<file path="config.mk">
export PLATFORM = sky130hd
export DESIGN_NAME = mbe_mul_arbiter
export DESIGN_NICKNAME = d
export VERILOG_FILES = /design/src/rtl/mbe_arb_pkg.sv /design/src/rtl/mbe_res_fifo.sv /design/src/rtl/mbe_mul_arbiter.sv
export SDC_FILE = /design/constraint.sdc
export NUM_CORES = 1
export LEC_CHECK = 0
export BUFFER_PORTS_ARGS = -buffer_cell sky130_fd_sc_hd__buf_4
export CAP_MARGIN = 20
export CORE_ASPECT_RATIO = 2
export CORE_MARGIN = 2
export CORE_UTILIZATION = 40
export CTS_BUF_LIST = sky130_fd_sc_hd__clkbuf_4 sky130_fd_sc_hd__clkbuf_8
export DETAILED_ROUTE_END_ITERATION = 8
export GPL_TIMING_DRIVEN = 1
export PLACE_DENSITY = 0.7
export SLEW_MARGIN = 20
export SYNTH_ARGS = -nofsm -noshare
export SYNTH_HDL_FRONTEND = slang
export SYNTH_SLANG_ARGS = --single-unit
</file>
<file path="constraint.sdc">
create_clock -name clk_i -period 2.3 [get_ports clk_i]
set_clock_uncertainty 0.15 [all_clocks]
set_input_delay 0.23 -clock clk_i [delete_from_list [all_inputs] [get_ports clk_i]]
set_output_delay 0.23 -clock clk_i [all_outputs]
set_load 0.1 [all_outputs]
</file>
<file path="src/rtl/mbe_arb_pkg.sv">
// Shared widths, types and the round-robin pick helper for the MBE multiplier arbiter.
package mbe_arb_pkg;

  localparam int DWIDTH = 11;
  localparam int NREQ   = 4;
  localparam int ID_W   = (NREQ > 1) ? $clog2(NREQ) : 1;
  localparam int PWIDTH = 2 * DWIDTH;

  typedef struct packed {
    logic [PWIDTH-1:0] data;
    logic [ID_W-1:0]   id;
  } res_entry_t;

  typedef struct packed {
    logic            found;
    logic [ID_W-1:0] idx;
  } pick_t;

  // Scanning from the far end lets the lowest offset from ptr overwrite the rest.
  function automatic pick_t rr_pick(input logic [NREQ-1:0] valid, input logic [ID_W-1:0] ptr);
    pick_t           pick;
    logic [ID_W-1:0] idx;
    pick = '0;
    for (int i = NREQ - 1; i >= 0; i--) begin
      idx = ID_W'((int'(ptr) + i) % NREQ);
      if (valid[idx]) begin
        pick.found = 1'b1;
        pick.idx   = idx;
      end
    end
    return pick;
  endfunction

endpackage

</file>
<file path="src/rtl/mbe_res_fifo.sv">
// Synchronous show-ahead FIFO holding id-tagged multiplier products.
module mbe_res_fifo
  import mbe_arb_pkg::*;
#(
  parameter int DEPTH = 4
) (
  input  logic       clk_i,
  input  logic       rst_i,
  input  logic       push_i,
  input  res_entry_t push_data_i,
  input  logic       pop_i,
  output res_entry_t head_o,
  output logic       full_o,
  output logic       empty_o
);
  localparam int AW = (DEPTH > 1) ? $clog2(DEPTH) : 1;
  localparam int CW = $clog2(DEPTH + 1);

  res_entry_t    r_mem [DEPTH];
  logic [AW-1:0] r_wr_ptr;
  logic [AW-1:0] r_rd_ptr;
  logic [CW-1:0] r_count;
  logic          w_do_push;
  logic          w_do_pop;

  function automatic logic [AW-1:0] wrap_inc(input logic [AW-1:0] p);
    return (p == AW'(DEPTH - 1)) ? '0 : p + 1'b1;
  endfunction

  assign full_o    = (r_count == CW'(DEPTH));
  assign empty_o   = (r_count == '0);
  assign w_do_push = push_i & ~full_o;
  assign w_do_pop  = pop_i & ~empty_o;
  assign head_o    = r_mem[r_rd_ptr];

  // NOTE: storage is not reset; r_count alone decides which entries are live.
  always_ff @(posedge clk_i) begin
    if (w_do_push) r_mem[r_wr_ptr] <= push_data_i;
  end

  always_ff @(posedge clk_i) begin
    if (rst_i) begin
      r_wr_ptr <= '0;
      r_rd_ptr <= '0;
      r_count  <= '0;
    end else begin
      if (w_do_push) r_wr_ptr <= wrap_inc(r_wr_ptr);
      if (w_do_pop)  r_rd_ptr <= wrap_inc(r_rd_ptr);
      case ({w_do_push, w_do_pop})
        2'b10:   r_count <= r_count + 1'b1;
        2'b01:   r_count <= r_count - 1'b1;
        default: ;
      endcase
    end
  end

endmodule

</file>
<file path="src/rtl/mbe_mul_arbiter.sv">
// Round-robin arbiter sharing one pipelined MBE multiplier among NREQ requesters,
// with id tags carried through the multiplier and credit-protected result buffering.
module mbe_mul_arbiter
  import mbe_arb_pkg::*;
#(
  parameter int MUL_LAT    = 2,
  parameter int FIFO_DEPTH = 4
) (
  input  logic                   clk_i,
  input  logic                   rst_i,
  input  logic [NREQ-1:0]        req_valid_i,
  output logic [NREQ-1:0]        req_ready_o,
  input  logic [NREQ*DWIDTH-1:0] req_a_i,
  input  logic [NREQ*DWIDTH-1:0] req_b_i,
  output logic [DWIDTH-1:0]      mul_a_o,
  output logic [DWIDTH-1:0]      mul_b_o,
  output logic                   mul_valid_o,
  input  logic [PWIDTH-1:0]      mul_result_i,
  output logic                   res_valid_o,
  input  logic                   res_ready_i,
  output logic [PWIDTH-1:0]      res_data_o,
  output logic [ID_W-1:0]        res_id_o,
  output logic                   busy_o
);
  localparam int OCC_W = $clog2(FIFO_DEPTH + 1);

  if (MUL_LAT < 1 || FIFO_DEPTH < 1) begin : g_bad_param
    $error("mbe_mul_arbiter: MUL_LAT and FIFO_DEPTH must be >= 1");
  end

  logic [ID_W-1:0]  r_rr_ptr;
  logic [OCC_W-1:0] r_occ;
  logic             r_tag_vld [MUL_LAT];
  logic [ID_W-1:0]  r_tag_id  [MUL_LAT];
  pick_t            w_pick;
  logic             w_can_issue;
  logic             w_issue;
  logic             w_push;
  logic             w_pop;
  logic             w_full;
  logic             w_empty;
  res_entry_t       w_push_entry;
  res_entry_t       w_head;

  // Credit counts everything issued but not yet popped, so the FIFO can never overflow.
  assign w_pick      = rr_pick(req_valid_i, r_rr_ptr);
  assign w_can_issue = (r_occ < OCC_W'(FIFO_DEPTH));
  assign w_issue     = w_pick.found & w_can_issue;
  assign mul_valid_o = w_issue;

  // NOTE: every always_comb output gets a default first so no path can infer a latch.
  always_comb begin
    req_ready_o = '0;
    mul_a_o     = '0;
    mul_b_o     = '0;
    if (w_issue) begin
      req_ready_o[w_pick.idx] = 1'b1;
      mul_a_o = req_a_i[w_pick.idx * DWIDTH +: DWIDTH];
      mul_b_o = req_b_i[w_pick.idx * DWIDTH +: DWIDTH];
    end
  end

  // NOTE: sequential state uses non-blocking assignments so each flop samples pre-edge values.
  always_ff @(posedge clk_i) begin
    if (rst_i) begin
      r_rr_ptr <= '0;
      r_occ    <= '0;
    end else begin
      if (w_issue) r_rr_ptr <= (w_pick.idx == ID_W'(NREQ - 1)) ? '0 : w_pick.idx + 1'b1;
      case ({w_issue, w_pop})
        2'b10:   r_occ <= r_occ + 1'b1;
        2'b01:   r_occ <= r_occ - 1'b1;
        default: ;
      endcase
    end
  end

  // Only the valid bits need reset; stale multiplier outputs are then never captured.
  always_ff @(posedge clk_i) begin
    if (rst_i) begin
      for (int s = 0; s < MUL_LAT; s++) r_tag_vld[s] <= 1'b0;
    end else begin
      r_tag_vld[0] <= w_issue;
      for (int s = 1; s < MUL_LAT; s++) r_tag_vld[s] <= r_tag_vld[s-1];
    end
  end

  always_ff @(posedge clk_i) begin
    r_tag_id[0] <= w_pick.idx;
    for (int s = 1; s < MUL_LAT; s++) r_tag_id[s] <= r_tag_id[s-1];
  end

  assign w_push       = r_tag_vld[MUL_LAT-1];
  assign w_push_entry = '{data: mul_result_i, id: r_tag_id[MUL_LAT-1]};
  assign w_pop        = res_valid_o & res_ready_i;

  mbe_res_fifo #(
    .DEPTH (FIFO_DEPTH)
  ) u_res_fifo (
    .clk_i       (clk_i),
    .rst_i       (rst_i),
    .push_i      (w_push),
    .push_data_i (w_push_entry),
    .pop_i       (w_pop),
    .head_o      (w_head),
    .full_o      (w_full),
    .empty_o     (w_empty)
  );

  assign res_valid_o = ~w_empty;
  assign res_data_o  = w_empty ? '0 : w_head.data;
  assign res_id_o    = w_empty ? '0 : w_head.id;
  assign busy_o      = (r_occ != '0);

  a_no_overflow: assert property (@(posedge clk_i) disable iff (rst_i) !(w_push && w_full))
    else $error("mbe_mul_arbiter: result FIFO push while full");

endmodule

</file>
==> qor.csv <==
stage,metric,value,unit
outcome,status,"finished, violations left",
outcome,failing checks,setup timing,
floorplan,# rows,59,
floorplan,Core Area,12900,sq um
yosys,Yosys reg bits,116,
cts,clk sinks,116,
cts,Worst-Skew Late Latency,0.46,ns
floorplan,area of the die,14200,sq um
yosys,number of synthesized flops with an enable pin,96,
drt,Routed Antenna Nets,0,
timing,"Slew Viols, Final",0,
setup_path,worst path arrival time,2.27,ns
finish,final-stage net count,711,
power_and_ir_drop,P per Cell Area,1560,nW/um^2
yosys,syn nets,472,
timing,f_max,377,MHz
floorplan,initial cell density of the core,40.9,%
yosys,area share of the largest cell type after synthesis,54.6,%
yosys,synth warn,0,
floorplan,die height,166,um
timing,minimum clock period,2.65,ns
drt,vias per std cell,5.24,
drt,final WL,14800,um
cts,CTS Buf Count,25,
yosys,top post-synthesis cells by count,"96 x edfxtp_1, 45 x mux2i_1, 32 x and2_1",
drt,DRT Pass-1 Iters,4,
timing,Slew HR,77.7,%
timing,Final WS setup,-0.351,ns
yosys,sequential share of the synthesized area,62.2,%
finish,Finished Core Util,71.0,%
setup_path,crit path max fanout,9,
power_and_ir_drop,Overall Power,14.3,mW
setup_path,CP endpoint kind,output pin,
cts,TritonCTS clock tree,built,
timing,final setup TNS,-8.40,ns
cts,Worst-path clk slew,0.06,ns
finish,fin cells,739,
grt,first-pass GRT wire length,21500,um
timing,RSZ-0062 raised after global routing,true,
drt,via count,3873,
yosys,ys async rst share,0,%
yosys,post-synth top area cell,edfxtp_1,
setup_path,WS Path Type,reg2out,
yosys,Mapped Area,5280,sq um
setup_path,WP data required,1.92,ns
grt,largest net degree at the start of global routing,26,
setup_path,critical path launch point type,register,
floorplan,Die X-Extent,85.2,um
job,maxcap violations,0,
yosys,synth top area cells,"edfxtp_1 55%, mux4_2 10%, mux2i_1 8.5%, dfxtp_1 7.6%, and2_1 3.8%",
yosys,ys flop type,edfxtp_1,
yosys,most frequent cell after synthesis,edfxtp_1,
cts,root buffer cell,clkbuf_8,
finish,Area growth syn-to-layout,73.7,%
timing,Worst-Margin Slew,0.335,ns
drt,drc violations,0,
timing,part of the cycle the worst path needs,115,%
cts,H-Tree Level Count,4,
place,port buffer count,169,
place,placed cells,667,
power_and_ir_drop,maximum VDD drop,0.00173,V
place,hpwl dp,9020,um
min_path,Hold Crit Class,reg2reg,
grt,GR Util All Layers,19.8,%
drt,DR WL/cell,20.1,um
grt,vias in the first global route,4405,
place,gpl congestion,0.918,
yosys,Yosys cell types,34,
timing,"Setup violations, final",42,
grt,initial antenna violation count,1,
timing,Final Hold Fails,0,
grt,grt ovf,0,
cts,CTS max path bufs,3,
drt,Initial DRC Count,121,
finish,share of cells above drive strength 1,61.9,%
floorplan,total I/O pin count,170,
yosys,Synth Instances,342,
power_and_ir_drop,leak pwr,3.46,nW
yosys,Avg Inst Size Synth,15.4,sq um
## report_power, final
group	leakage (nW)	switching [mW]	internal (mW)
logic	2.22	5.91	4.02
clock network	0.201	0.768	1.01
registers	1.04	0.106	2.49
## routing by layer
layer	vias to the layer above	global-route usage [%]	part of all wire [%]
met5	-	0	0
met4	0	10.6	4.1
met3	40	4.36	4.9
met2	176	38.0	59
met1	1868	18.6	32
li1	1789	-	-
## through the flow
stage          hold slack (ns)  cell area (sq um)  setup slack (ns)
6_report                 0.173               9170            -0.351
3_5_place_dp             0.162               7210            -0.166
4_1_cts                  0.170               8760            -0.343
2_1_floorplan            0.149               5600         0.0000211
3_3_place_gp             0.160               7210            -0.127
5_1_grt                  0.177               9170            -0.394
## worst max-delay path, cell delays in order, from the launching register on
cell	delay, ns
dfxtp_2	0.35
nor2b_2	0.06
o21ai_0	0.18
or4b_4	0.58
buf_12	0.20
o22ai_4	0.22
buf_12	0.20
## worst paths after layout
kind              depth (start not counted)  slack (ns)             startpoint             end
setup / recovery                          6       -0.35            r_rr_ptr[0]      mul_b_o[2]
hold / removal                            0        0.17         r_tag_id[0][0]  r_tag_id[0][2]
setup reg to reg                          9        0.10  u_res_fifo.r_count[0]        r_occ[2]
hold reg to reg                           0        0.17         r_tag_id[0][0]  r_tag_id[0][2]
## sequential cells by signal, indices dropped and copies added, names as in the netlist, named ones only
register,flops
u_res_fifo.r_count,3
r_occ,3
u_res_fifo.r_mem,96
r_tag_id,4
u_res_fifo.r_rd_ptr,2
r_tag_vld,2
u_res_fifo.r_wr_ptr,2
r_rr_ptr,2
## layout by cell type (no fill, tap or decap), drive strengths merged, types with 2 or more instances in the layout
cell and count:
a21oi 10, and2 32, buf 204, clkbuf 29, clkinv 6, dfxtp 20
dlygate4sd3 24, edfxtp 96, fa 2, ha 11, inv 14, mux2i 45
mux4 24, nand2 6, nor2 13, nor2b 3, o21ai 4, o22ai 22
o32a 2, or3 4, xor2 4
## repair_timing
item / 4_1_cts / 5_1_grt
endpoints found under the setup margin: 50 / 50
cloned: 4 / 4
hold buffers: 24 / 0
resized for setup: 193 / 67
endpoints found under the hold margin: 104 / 0
setup buffers: 6 / 1
pin swaps: 4 / 10
## logic make-up (layout without fill, tap and decap cells)
logic type / after synthesis / after routing / share of synthesized area [%]
AND/OR/NAND/NOR: 65 / 65 / 6.97
AO/OA/AOI/OAI: 40 / 41 / 4.53
other: 0 / 1 / 0
buffers and inverters: 35 / 278 / 3.51
adder cells (fa/ha/maj): 13 / 13 / 3.37
multiplexers: 69 / 69 / 18.8
flip-flops: 116 / 116 / 62.2
XOR/XNOR: 4 / 4 / 0.664
## cell type report
| class | instances | area, sq um |
|---|---|---|
| Inverter | 15 | 62.6 |
| Clock inverter | 6 | 25.0 |
| Clock buffer | 26 | 358 |
| Multi-Input combinational cell | 192 | 2520 |
| Timing Repair Buffer | 231 | 2720 |
| Fill cell | 812 | 3750 |
| Sequential cell | 116 | 3290 |
| Antenna cell | 1 | 2.50 |
| Tap cell | 152 | 190 |
Note: power is estimated with default switching activity, not from simulation.
